<file path="src/rtl/sha256_pkg.sv">
// SHA-256 constants, round functions and compression-FSM state encoding.
// Shared by the compression core and the upstream message scheduler.
package sha256_pkg;

  localparam logic [1:0] ST_IDLE  = 2'd0;
  localparam logic [1:0] ST_ROUND = 2'd1;
  localparam logic [1:0] ST_FINAL = 2'd2;

  localparam logic [5:0] LAST_ROUND = 6'd63;

  localparam logic [31:0] IV [8] = '{
    32'h6a09e667, 32'hbb67ae85, 32'h3c6ef372, 32'ha54ff53a,
    32'h510e527f, 32'h9b05688c, 32'h1f83d9ab, 32'h5be0cd19
  };

  localparam logic [31:0] K [64] = '{
    32'h428a2f98, 32'h71374491, 32'hb5c0fbcf, 32'he9b5dba5,
    32'h3956c25b, 32'h59f111f1, 32'h923f82a4, 32'hab1c5ed5,
    32'hd807aa98, 32'h12835b01, 32'h243185be, 32'h550c7dc3,
    32'h72be5d74, 32'h80deb1fe, 32'h9bdc06a7, 32'hc19bf174,
    32'he49b69c1, 32'hefbe4786, 32'h0fc19dc6, 32'h240ca1cc,
    32'h2de92c6f, 32'h4a7484aa, 32'h5cb0a9dc, 32'h76f988da,
    32'h983e5152, 32'ha831c66d, 32'hb00327c8, 32'hbf597fc7,
    32'hc6e00bf3, 32'hd5a79147, 32'h06ca6351, 32'h14292967,
    32'h27b70a85, 32'h2e1b2138, 32'h4d2c6dfc, 32'h53380d13,
    32'h650a7354, 32'h766a0abb, 32'h81c2c92e, 32'h92722c85,
    32'ha2bfe8a1, 32'ha81a664b, 32'hc24b8b70, 32'hc76c51a3,
    32'hd192e819, 32'hd6990624, 32'hf40e3585, 32'h106aa070,
    32'h19a4c116, 32'h1e376c08, 32'h2748774c, 32'h34b0bcb5,
    32'h391c0cb3, 32'h4ed8aa4a, 32'h5b9cca4f, 32'h682e6ff3,
    32'h748f82ee, 32'h78a5636f, 32'h84c87814, 32'h8cc70208,
    32'h90befffa, 32'ha4506ceb, 32'hbef9a3f7, 32'hc67178f2
  };

  function automatic logic [31:0] rotr(input logic [31:0] x, input int n);
    return (x >> n) | (x << (32 - n));
  endfunction

  function automatic logic [31:0] ch(input logic [31:0] x, input logic [31:0] y,
                                     input logic [31:0] z);
    return (x & y) ^ (~x & z);
  endfunction

  function automatic logic [31:0] maj(input logic [31:0] x, input logic [31:0] y,
                                      input logic [31:0] z);
    return (x & y) ^ (x & z) ^ (y & z);
  endfunction

  function automatic logic [31:0] big_sigma0(input logic [31:0] x);
    return rotr(x, 2) ^ rotr(x, 13) ^ rotr(x, 22);
  endfunction

  function automatic logic [31:0] big_sigma1(input logic [31:0] x);
    return rotr(x, 6) ^ rotr(x, 11) ^ rotr(x, 25);
  endfunction

  function automatic logic [31:0] small_sigma0(input logic [31:0] x);
    return rotr(x, 7) ^ rotr(x, 18) ^ (x >> 3);
  endfunction

  function automatic logic [31:0] small_sigma1(input logic [31:0] x);
    return rotr(x, 17) ^ rotr(x, 19) ^ (x >> 10);
  endfunction

endpackage

</file>
<file path="src/rtl/sha256_k_rom.sv">
// Round-constant lookup: K[t] for the current round index, zero latency.
// Purely combinational, no flow control.
module sha256_k_rom
  import sha256_pkg::*;
(
  input  logic [5:0]  i_idx,
  output logic [31:0] o_k
);

  assign o_k = K[i_idx];

endmodule

</file>
<file path="src/rtl/sha256_compress.sv">
// SHA-256 compression: one block per 66 cycles (accept, 64 rounds, final add).
// o_ready is high only in IDLE; i_start outside IDLE is dropped, never queued.
module sha256_compress
  import sha256_pkg::*;
(
  input  logic         clk,
  input  logic         rst,
  input  logic         i_start,
  input  logic         i_first,
  input  logic [31:0]  i_w,
  output logic         o_ready,
  output logic         o_valid,
  output logic [255:0] o_digest
);

  logic [1:0]   r_state;
  logic [5:0]   r_t;
  logic [31:0]  r_wv [8];
  logic [31:0]  r_hv [8];
  logic         r_valid;
  logic [255:0] r_digest;

  logic [31:0]  w_k;
  logic [31:0]  w_t1;
  logic [31:0]  w_t2;
  logic [31:0]  w_hsum [8];
  logic [255:0] w_hsum_flat;

  sha256_k_rom u_k_rom (
    .i_idx (r_t),
    .o_k   (w_k)
  );

  // r_wv[0..7] hold working variables a..h
  always_comb begin
    w_t1 = r_wv[7] + big_sigma1(r_wv[4]) + ch(r_wv[4], r_wv[5], r_wv[6]) + w_k + i_w;
    w_t2 = big_sigma0(r_wv[0]) + maj(r_wv[0], r_wv[1], r_wv[2]);
    w_hsum_flat = '0;
    for (int i = 0; i < 8; i++) begin
      w_hsum[i] = r_hv[i] + r_wv[i];
      w_hsum_flat[255 - 32*i -: 32] = w_hsum[i];
    end
  end

  always_ff @(posedge clk) begin
    if (rst) begin
      r_state  <= ST_IDLE;
      r_t      <= '0;
      r_valid  <= 1'b0;
      r_digest <= '0;
      for (int i = 0; i < 8; i++) begin
        r_hv[i] <= IV[i];
        r_wv[i] <= '0;
      end
    end else begin
      r_valid <= 1'b0;
      case (r_state)
        ST_IDLE: begin
          if (i_start) begin
            r_state <= ST_ROUND;
            r_t     <= '0;
            for (int i = 0; i < 8; i++) begin
              if (i_first) begin
                r_hv[i] <= IV[i];
                r_wv[i] <= IV[i];
              end else begin
                r_wv[i] <= r_hv[i];
              end
            end
          end
        end
        ST_ROUND: begin
          r_wv[7] <= r_wv[6];
          r_wv[6] <= r_wv[5];
          r_wv[5] <= r_wv[4];
          r_wv[4] <= r_wv[3] + w_t1;
          r_wv[3] <= r_wv[2];
          r_wv[2] <= r_wv[1];
          r_wv[1] <= r_wv[0];
          r_wv[0] <= w_t1 + w_t2;
          r_t     <= r_t + 6'd1;
          if (r_t == LAST_ROUND) begin
            r_state <= ST_FINAL;
          end
        end
        ST_FINAL: begin
          for (int i = 0; i < 8; i++) begin
            r_hv[i] <= w_hsum[i];
          end
          r_digest <= w_hsum_flat;
          r_valid  <= 1'b1;
          r_state  <= ST_IDLE;
        end
        default: begin
          r_state <= ST_IDLE;
        end
      endcase
    end
  end

  assign o_ready  = (r_state == ST_IDLE);
  assign o_valid  = r_valid;
  assign o_digest = r_digest;

endmodule

</file>
<file path="config.mk">
export PLATFORM = sky130hd
export DESIGN_NAME = sha256_compress
export DESIGN_NICKNAME = d
export VERILOG_FILES = /design/src/rtl/sha256_pkg.sv /design/src/rtl/sha256_k_rom.sv /design/src/rtl/sha256_compress.sv
export SDC_FILE = /design/constraint.sdc
export NUM_CORES = 2
export LEC_CHECK = 0
export ABC_AREA = 1
export BUFFER_PORTS_ARGS = -buffer_cell sky130_fd_sc_hd__buf_2
export CORE_MARGIN = 1
export CORE_UTILIZATION = 65
export CTS_CLUSTER_SIZE = 8
export DETAILED_ROUTE_END_ITERATION = 6
export MAX_ROUTING_LAYER = met4
export PLACE_DENSITY_LB_ADDON = 0.12
export SKIP_LAST_GASP = 1
export SLEW_MARGIN = 0
export SYNTH_ARGS = -nofsm -noshare
export SYNTH_HDL_FRONTEND = slang
export SYNTH_SLANG_ARGS = --single-unit
</file>
<file path="constraint.sdc">
create_clock -name clk -period 13.07 [get_ports clk]
set_input_delay 0 -clock clk [delete_from_list [all_inputs] [get_ports clk]]
set_output_delay 0 -clock clk [all_outputs]
set_load 0.01 [all_outputs]
</file>
==> results.rst <==
.. list-table::
   :header-rows: 1

   * - Metric
     - Value
   * - Total via count in the routed design
     - 56900
   * - Number of buffers on the longest clock path
     - 3
   * - Number of remaining DRC errors
     - 48
   * - Initial core utilization
     - 66.0%
   * - Clock transition at the register clock pins on the worst setup and hold paths after CTS
     - 0.06 ns
   * - Clock buffers created by TritonCTS
     - 108
   * - Chip Width
     - 294 um
   * - H-tree depth
     - 3
   * - Unrepaired setup endpoints after global routing
     - false
   * - Number of antenna violations at the first check in global routing
     - 18
   * - Synthesis-stage register bit count
     - 777
   * - Result of the run
     - finished with violations
   * - Maximum single-stage delay on the critical path
     - 0.60 ns
   * - Violation count after the first detailed-routing iteration
     - 8462
   * - Count of buffers inserted at the top-level ports
     - 293
   * - Cell variety after synth
     - 68
   * - Total wire length
     - 226 mm
   * - Summed instance area of the synthesized netlist
     - 55500 um2
   * - Fraction of synthesis flops using an asynchronous set or reset pin
     - 0%
   * - Period Utilization, post-route
     - 62.6%
   * - Number of enable-type register cells in the synthesized netlist
     - 416
   * - Area Growth Syn to Fin
     - 10.0%
   * - Crit path max-delay cell type
     - dfxtp_1
   * - DR vias/cell
     - 6.54
   * - First-pass GRT wire length
     - 334 mm
   * - Cell repeated most along the worst path
     - nand2_1
   * - Most used flip-flop cell after synthesis
     - edfxtp_1
   * - Router iterations before antenna repair
     - 7
   * - Final RePlAce weighted congestion
     - 1.16
   * - Die Footprint
     - 86600 um2
   * - Clock tree from TritonCTS
     - built
   * - Type of destination of the critical path
     - flop
   * - Row cnt
     - 106
   * - Setup TNS Final
     - 0 ns
   * - Leading cell types in the layout, fill and taps excluded
     - nand2_1, inv_1, o21ai_0
   * - WP data arrival
     - 8.65 ns
   * - Fin Clk Skew
     - 0.0434 ns
   * - Overall global routing resource usage
     - 53.3%
   * - Critical path start-end classification
     - reg2reg
   * - Leftover overflow at the end of global routing
     - 0
   * - Routed Antenna Nets
     - 0
   * - Number of global-route vias before repair
     - 54100
   * - Failing checks
     - DRC, capacitance limit, slew limit
   * - Net Count, Synth
     - 7786
   * - Share of cells above drive strength 1
     - 7.39%
   * - Worst-margin pin slew
     - 1.50 ns
   * - Share of the yosys chip area belonging to registers
     - 35.5%
   * - Post-layout net count
     - 8003
   * - Skew-Pair Late Insertion Delay
     - 0.74 ns
   * - Synth Instances
     - 7240
   * - Register-to-register path setup slack
     - 4.89 ns
   * - Warnings, synthesis
     - 0
   * - Average footprint of a synthesized cell
     - 7.67 um2
   * - Tightest Hold Check Type
     - in2reg
   * - Area of the core
     - 84100 um2
   * - Buffer type at the clock tree root
     - clkbuf_16
   * - Kind of launch point of the worst setup path
     - flop
   * - Pin count of the biggest net entering global routing
     - 91
   * - Die extent in y
     - 294 um
   * - Routed WL per cell
     - 26.0 um
   * - Finish-stage setup viols
     - 0
   * - Maximum fanout count along the critical path
     - 14
   * - Required time reported for the critical path endpoint
     - 13.54 ns
   * - Most common cell after layout, fill and taps aside
     - nand2_1
   * - Half-perimeter wire length of the detailed placement result
     - 169 mm
   * - Number of endpoints with negative hold slack in the final report
     - 0
   * - Max Clk Rate
     - 122 MHz
   * - Number of maximum-capacitance constraint violations
     - 1
   * - # IOs
     - 294
   * - Count of clock tree sinks
     - 777
   * - Min Tclk post-route
     - 8.18 ns
   * - Rel. slew slack
     - -0.787%
   * - Number of pins with negative max-slew slack in the final report
     - 1
[worst max-delay path, delay by kind of cell (launching register included)]
family          cells  cell delay, ns
fa+ha+maj           6            2.41
simple gates       19            2.19
buf+inv             7            1.10
compound gates      6            1.08
flops               1            0.60
xor+xnor            1            0.55
[layer usage]
layer	global-route usage [%]	part of all wire, %	up-vias
met5	-	0	-
met4	42.3	10	0
met3	17.7	14	1395
met2	76.4	42	4725
met1	61.0	34	26100
li1	-	-	24700
[final timing paths]
check,startpoint,to,cells after the start
worst max-delay path,r_t[0],r_wv[0][23],39
worst min-delay path,rst,o_digest[233],3
worst max register to register,r_t[0],r_wv[0][23],39
worst min register to register,o_digest[43],o_digest[43],2
[final cells by class]
type,instances,area [um2]
multi-input cells,5269,31200
fillers,6408,23000
flip-flops and latches,777,19700
inverters,963,3630
clock buffers,191,3020
repair buffers,338,1810
well taps,1134,1420
clock inverters,10,189
diodes,23,57.6
[cells in the mapped netlist (all sizes together), types with 11 or more instances]
cell type / number / share of area, %
inv: 959 / 6.5
a21o: 71 / 0.96
nand3b: 15 / 0.20
a22o: 26 / 0.41
a21oi: 543 / 4.9
o21ai: 645 / 5.9
xor2: 164 / 2.6
clkbuf: 122 / 0.82
o21bai: 47 / 0.64
a211oi: 56 / 0.77
edfxtp: 416 / 23
nor3: 61 / 0.55
nand2: 1802 / 12
nor2: 510 / 3.5
o22ai: 20 / 0.23
o221ai: 51 / 0.80
xnor2: 129 / 2.0
buf: 109 / 0.95
o31ai: 11 / 0.15
a221o: 11 / 0.20
ha: 375 / 8.5
fa: 135 / 4.9
o211ai: 28 / 0.39
nor4: 25 / 0.29
or2: 23 / 0.26
dfxtp: 361 / 13
a31oi: 75 / 0.85
o21a: 12 / 0.16
a21boi: 22 / 0.31
nand3: 291 / 2.7
nand4: 43 / 0.48
[stage by stage]
step | utilization (%) | hold WS (ns) | cell area (um2) | setup slack [ns] | cells
after CTS | 72.6 | 0.345 | 61000 | 5.15 | 8682
after floorplan | - | 0.304 | 55500 | 6.64 | 7240
after detailed placement | 68.7 | 0.412 | 57800 | 5.12 | 8478
after global placement | 68.7 | 0.399 | 57800 | 5.30 | 8478
final | 72.6 | 0.368 | 61100 | 4.89 | 8705
after global routing | 72.6 | 0.428 | 61100 | 4.46 | 8702
[kinds of logic (layout without fill, tap and decap cells)]
group | Yosys count | count (layout) | synth area share (%)
simple gates | 2776 | 2776 | 20.3
flops | 777 | 777 | 35.5
xor+xnor | 293 | 293 | 4.62
other cells | 0 | 23 | 0
buf+inv | 1194 | 1502 | 8.29
compound gates | 1673 | 1673 | 17.6
mux | 17 | 17 | 0.327
fa+ha+maj | 510 | 510 | 13.3
[sequential cells by signal, indices dropped and copies added, names as in the netlist]
name and cells:
r_wv 256, o_digest 256, o_valid 1, r_hv 256
r_state 2, r_t 6
[timing repair]
action | 4_1_cts | 5_1_grt
gates resized for setup | 0 | 0
endpoints found under the hold margin | 25 | 0
setup buffers | 0 | 0
hold buffers | 3 | 0
Power is not shown: default switching activity piles up to over one toggle a cycle in this logic, so the estimate is an artifact.
